## src/rtl/core_pkg.sv

```systemverilog
// Shared definitions for the 8-bit pipelined core: datapath width and WB source encodings.
package core_pkg;

    localparam int unsigned DATA_W = 8;

    // Write-back source select driven by MemToReg.
    typedef enum logic [1:0] {
        WB_ALU = 2'b00,
        WB_MEM = 2'b01,
        WB_IN  = 2'b10,
        WB_PC  = 2'b11
    } wb_sel_e;

endpackage

```

## src/rtl/data_mem.sv

```systemverilog
// Data/stack memory: asynchronous clear, synchronous write, asynchronous read.
// A read and write to the same address in one cycle returns the old contents.
module data_mem
    import core_pkg::*;
#(
    parameter int unsigned ADDR_W = 8,
    parameter int unsigned DW     = DATA_W
) (
    input  logic              clk,
    input  logic              rst,
    input  logic              we,
    input  logic [ADDR_W-1:0] addr,
    input  logic [DW-1:0]     wdata,
    output logic [DW-1:0]     rdata
);

    localparam int unsigned Depth = 2 ** ADDR_W;

    logic [DW-1:0] mem_q [Depth];

    // Storage array; reset wipes every byte so the stack starts clean.
    always_ff @(posedge clk or negedge rst) begin
        if (!rst) begin
            for (int i = 0; i < Depth; i++) begin
                mem_q[i] <= '0;
            end
        end else if (we) begin
            mem_q[addr] <= wdata;
        end
    end

    // Asynchronous read port.
    always_comb begin
        rdata = mem_q[addr];
    end

endmodule

```

## src/rtl/mem_wb_stage.sv

```systemverilog
// Memory stage plus MEM/WB pipeline register: data memory access, stack push/pop for
// CALL/interrupt/RET, OUT-port register and the registered write-back/redirect outputs.
module mem_wb_stage
    import core_pkg::*;
#(
    parameter int unsigned ADDR_W = 8,
    parameter int unsigned DW     = DATA_W
) (
    input  logic          clk,
    input  logic          rst,
    input  logic [DW-1:0] pc_plus1,
    input  logic [DW-1:0] Rd1,
    input  logic [DW-1:0] Rd2,
    input  logic          IO_Write,
    input  logic [1:0]    RegDistidx,
    input  logic [DW-1:0] ALU_res,
    input  logic [DW-1:0] FW_value,
    input  logic          MemWrite,
    input  logic [1:0]    MemToReg,
    input  logic          RegWrite,
    input  logic [DW-1:0] IP,
    input  logic          isCall,
    input  logic          int_signal,
    input  logic          isNotRet,
    input  logic [DW-1:0] in_port,
    input  logic          flush,
    output logic [DW-1:0] mem_fwd_data,
    output logic [DW-1:0] wb_data,
    output logic [1:0]    RegDistidx_out,
    output logic          RegWrite_out,
    output logic [DW-1:0] ret_pc,
    output logic          ret_valid,
    output logic [DW-1:0] out_port,
    output logic [DW-1:0] Rd1_out,
    output logic [DW-1:0] Rd2_out
);

    logic          mem_we;
    logic [DW-1:0] mem_wdata;
    logic [DW-1:0] mem_rdata;

    logic [DW-1:0] wb_data_q, wb_data_d;
    logic [1:0]    rdist_q, rdist_d;
    logic          reg_write_q, reg_write_d;
    logic [DW-1:0] ret_pc_q, ret_pc_d;
    logic          ret_valid_q, ret_valid_d;
    logic [DW-1:0] out_port_q, out_port_d;
    logic [DW-1:0] rd1_q, rd1_d;
    logic [DW-1:0] rd2_q, rd2_d;

    // Write enable and data: interrupt push beats CALL push beats a plain store.
    always_comb begin
        mem_we = (MemWrite | isCall | int_signal) & ~flush;
        if (int_signal) begin
            mem_wdata = IP;
        end else if (isCall) begin
            mem_wdata = pc_plus1;
        end else begin
            mem_wdata = FW_value;
        end
    end

    data_mem #(
        .ADDR_W (ADDR_W),
        .DW     (DW)
    ) u_data_mem (
        .clk   (clk),
        .rst   (rst),
        .we    (mem_we),
        .addr  (ALU_res[ADDR_W-1:0]),
        .wdata (mem_wdata),
        .rdata (mem_rdata)
    );

    // Write-back source mux; also feeds MEM-to-EX forwarding in the same cycle.
    always_comb begin
        mem_fwd_data = ALU_res;
        unique case (MemToReg)
            WB_ALU: mem_fwd_data = ALU_res;
            WB_MEM: mem_fwd_data = mem_rdata;
            WB_IN:  mem_fwd_data = in_port;
            WB_PC:  mem_fwd_data = pc_plus1;
        endcase
    end

    // Next-state for MEM/WB register; flush only kills the control bits.
    always_comb begin
        wb_data_d   = mem_fwd_data;
        rdist_d     = RegDistidx;
        rd1_d       = Rd1;
        rd2_d       = Rd2;
        reg_write_d = RegWrite & ~flush;
        ret_valid_d = ~isNotRet & ~flush;
        ret_pc_d    = mem_rdata;
        out_port_d  = out_port_q;
        if (IO_Write && !flush) begin
            out_port_d = FW_value;
        end
    end

    // MEM/WB pipeline register and OUT-port register.
    always_ff @(posedge clk or negedge rst) begin
        if (!rst) begin
            wb_data_q   <= '0;
            rdist_q     <= '0;
            reg_write_q <= 1'b0;
            ret_pc_q    <= '0;
            ret_valid_q <= 1'b0;
            out_port_q  <= '0;
            rd1_q       <= '0;
            rd2_q       <= '0;
        end else begin
            wb_data_q   <= wb_data_d;
            rdist_q     <= rdist_d;
            reg_write_q <= reg_write_d;
            ret_pc_q    <= ret_pc_d;
            ret_valid_q <= ret_valid_d;
            out_port_q  <= out_port_d;
            rd1_q       <= rd1_d;
            rd2_q       <= rd2_d;
        end
    end

    // Drive registered outputs.
    always_comb begin
        wb_data        = wb_data_q;
        RegDistidx_out = rdist_q;
        RegWrite_out   = reg_write_q;
        ret_pc         = ret_pc_q;
        ret_valid      = ret_valid_q;
        out_port       = out_port_q;
        Rd1_out        = rd1_q;
        Rd2_out        = rd2_q;
    end

endmodule

```

## config.mk

```make
export PLATFORM = sky130hd
export DESIGN_NAME = mem_wb_stage
export DESIGN_NICKNAME = d
export VERILOG_FILES = /design/src/rtl/core_pkg.sv /design/src/rtl/data_mem.sv /design/src/rtl/mem_wb_stage.sv
export SDC_FILE = /design/constraint.sdc
export NUM_CORES = 2
export LEC_CHECK = 0
export BUFFER_PORTS_ARGS = -buffer_cell sky130_fd_sc_hd__buf_2
export CAP_MARGIN = 15
export CELL_PAD_IN_SITES_DETAIL_PLACEMENT = 0
export CELL_PAD_IN_SITES_GLOBAL_PLACEMENT = 1
export CORE_ASPECT_RATIO = 0.6
export CORE_MARGIN = 2
export CORE_UTILIZATION = 56
export DETAILED_ROUTE_END_ITERATION = 10
export MAX_ROUTING_LAYER = met4
export PLACE_DENSITY_LB_ADDON = 0.08
export SLEW_MARGIN = 20
export SYNTH_ARGS = -nofsm -noshare
export SYNTH_HDL_FRONTEND = slang
export SYNTH_SLANG_ARGS = --single-unit
export TNS_END_PERCENT = 10
```

## constraint.sdc

```tcl
create_clock -name clk -period 5.58 [get_ports clk]
set_input_delay 1.116 -clock clk [delete_from_list [all_inputs] [get_ports clk]]
set_output_delay 1.116 -clock clk [all_outputs]
set_load 0.02 [all_outputs]
```

==> results.toml <==
[power_and_ir_drop]
powerDensity_nw_per_um2 = 320
p_sw_w = 0.00829
p_sw_share_pct = 25.0
p_int_w = 0.0248
ir_drop_mv = 0.255
power_frac_seq_pct = 48.8
power.share.clock_pct = 41.9
combPwrFrac_pct = 9.2
p_leak_nw = 45.8

[logic_synthesis]
synth_warnings = 0
yosys.area.top_type = "dfrtp_1"
synthArstFlopShare_pct = 100
syn_area_um2 = 90800
synth-simple-area-share_pct = 8.14
synth-edff-count = 0
yosysSeqAreaShare_pct = 57.7
synth_nets = 7718
syn_avg_cell_area_um2 = 11.9
synth.top_cell.area_share_pct = 57.7
ys_types = 29
synth_area_leaders = "dfrtp_1 (58%), mux4_2 (13%), o21ai_0 (8.5%)"
muxShareOfSynthArea_pct = 19.4
synth_top_family_by_area = "multiplexers"
syn_inst = 7649
synthFlopType = "dfrtp_1"
synth_adder_area_share_pct = 0
synth_xor_area_share_pct = 0
synth_compound_area_share_pct = 11.7
ys_seq_elements = 2092

[worst_setup_path]
rr_worst_depth = 8
cp_max_fo = 8
crit_family = "buffers and inverters"
cp.depth = 13
critical_path_class = "input pin to output pin"
critical_path.max_stage_delay_ns = 0.71
r2r_slack_ns = 2.05
cp.arrival_ns = 4.88
cp_num_buf_inv = 7
path_cells = "buf_16, buf_12, buf_12, buf_6, mux4_2, a22oi_2, a21oi_4, o41ai_4, buf_4, nand4_1, buf_4, mux4_2, buf_6"
reg2reg_from = "u_data_mem.mem_q[1671]"
crit_path_start_kind = "input pin"
r2r-end = "wb_data[7]"
crit_end = "mem_fwd_data[7]"
cp_slowest_cell = "o41ai_4"
critPathLaunch = "ALU_res[0]"
worstPathRequired_ns = 4.46
endpoint_kind = "output pin"

[clock_network]
tritoncts = "yes"
clock_latency_ns = 0.86
clock_path_buffers = 4
postCtsHoldBufs = 0
path_clk_slew_ns = 0.06
cts_buffers = 197
htreeDepth = 4
cts_root_buffer = "clkbuf_16"
cts_sinks = 2092

[final_layout]
layout_common_cells = "dfrtp_1 (2092), nand2_1 (1622), o21ai_0 (1536)"
fin_nets = 7783
final_area_um2 = 103000
area_growth_pct = 13.9
layout_commonest_cell = "dfrtp_1"
fin_cells = 10000
drive_gt1_share_pct = 25.7

[status]
outcome = "complete, but fails checks"
violations = "negative setup slack"

[route]
drt-initial-drc-count = 7486
post_drt_wl_per_cell_um = 28.3
vias = 64600
ant_nets = 0
drc = 0
drt-pass1-iter-count = 6
wl_mm = 284
viasPerCell = 6.45

[timing]
slew_headroom_pct = 22.6
slew_viol_final = 0
setup_violations = 8
fin_ws_ns = -0.416
tns_ns = -2.53
finalHoldViolCount = 0
worstMarginPinSlew_ns = 1.16
fin_crit_ns = 6.00
fin_crit_sh_pct = 107
fmax_ghz = 0.167
rsz0062_at_grt = "true"
fin_worst_skew_ns = 0.0327

[die]
die_width_um = 524
rows = 114
die_y_um = 316
start_util_pct = 56.4
dieArea_um2 = 165000
ios = 121
core_um2 = 161000

[global_route]
grt_use_met1_pct = 56.0
grt_busiest_layer = "met1"
grt_pass1_wl_mm = 427
grt_use_met3_pct = 9.39
grt_max_degree = 181
grt_pass1_vias = 62900
track_usage_pct = 35.9
antenna_found_initial = 15
overflow = 0
global_route.usage.met2_pct = 47.1

[job]
cap_violations = 0

[placed_design]
place_inst = 9603
dp_hpwl_mm = 177
dpl-instance-area_um2 = 95500
dp_slack_ns = -0.818
place_congestion = 0.895
port_buffers = 120

[min_path]
hold_path_class = "input pin to async pin"
routing by layer:
layer  vias up  wire length (um)
met1     33600            129000
li1      27400                 -
met4         0              5950
met2      3187            117000
met5         -                 0
met3       400             32100
synth_stat cells (8+ instances only):
cell / count
nand4_1: 8
nor2_2: 34
a21oi_1: 128
o21ai_0: 1544
buf_2: 57
o41ai_1: 31
a22oi_1: 256
buf_6: 19
mux2i_1: 8
mux4_2: 520
nand3_1: 132
clkbuf_1: 555
nand2_1: 1627
nor2_1: 47
dfrtp_1: 2092
o21a_1: 8
mux2_2: 520
buf_1: 28
power by group through the flow:
stage | combinational, W | sequential (W) | clock [W]
3_5_place_dp | 0.00294 | 0.0164 | 0
2_1_floorplan | 0.00150 | 0.0163 | 0
5_1_grt | 0.00328 | 0.0162 | 0.0147
4_1_cts | 0.00301 | 0.0161 | 0.0140
3_3_place_gp | 0.00287 | 0.0164 | 0
6_report | 0.00306 | 0.0162 | 0.0139
how the worst min path moves through the flow:
stage,start,endpoint,cells past startpoint
floorplan,u_data_mem.mem_q[1000],u_data_mem.mem_q[1000],2
global placement,u_data_mem.mem_q[1293],u_data_mem.mem_q[1293],2
detailed placement,u_data_mem.mem_q[366],u_data_mem.mem_q[366],2
CTS,rst,Rd2_out[3],1
global route,rst,Rd2_out[3],1
finish,rst,Rd2_out[3],1
area by class of cell:
type / instances / area, um2
diodes: 6 / 15.0
clock buffers: 285 / 5810
clock inverters: 60 / 722
fillers: 12300 / 57700
multi-input cells: 4891 / 36500
flip-flops and latches: 2092 / 52400
well taps: 2146 / 2690
repair buffers: 532 / 5270
cell families (layout without fill, tap and decap cells):
family	Yosys count	in the layout
other cells	0	6
mux	1048	1048
simple gates	1875	1875
compound gates	1968	1968
buf+inv	666	877
flops	2092	2092
flip-flops by register name, summed over array words and instances, names as in the netlist, 2 cells and up:
name and count:
Rd2_out 8, u_data_mem.mem_q 2048, RegDistidx_out 2, Rd1_out 8
wb_data 8, ret_pc 8, out_port 8
per-stage QoR:
stage	utilization, %	hold slack (ns)	total power, W
3_5_place_dp	59.3	0.465	0.0194
6_report	64.2	0.152	0.0331
5_1_grt	64.2	0.190	0.0342
3_3_place_gp	59.3	0.456	0.0193
2_1_floorplan	-	0.445	0.0178
4_1_cts	64.0	0.179	0.0332
what timing repair did:
action	in CTS	in global routing
pin swaps	30	19
endpoints found under the setup margin	8	8
gates cloned	4	1
setup buffers	33	20
gates resized for setup	106	24
(Power assumes the default switching activity.)
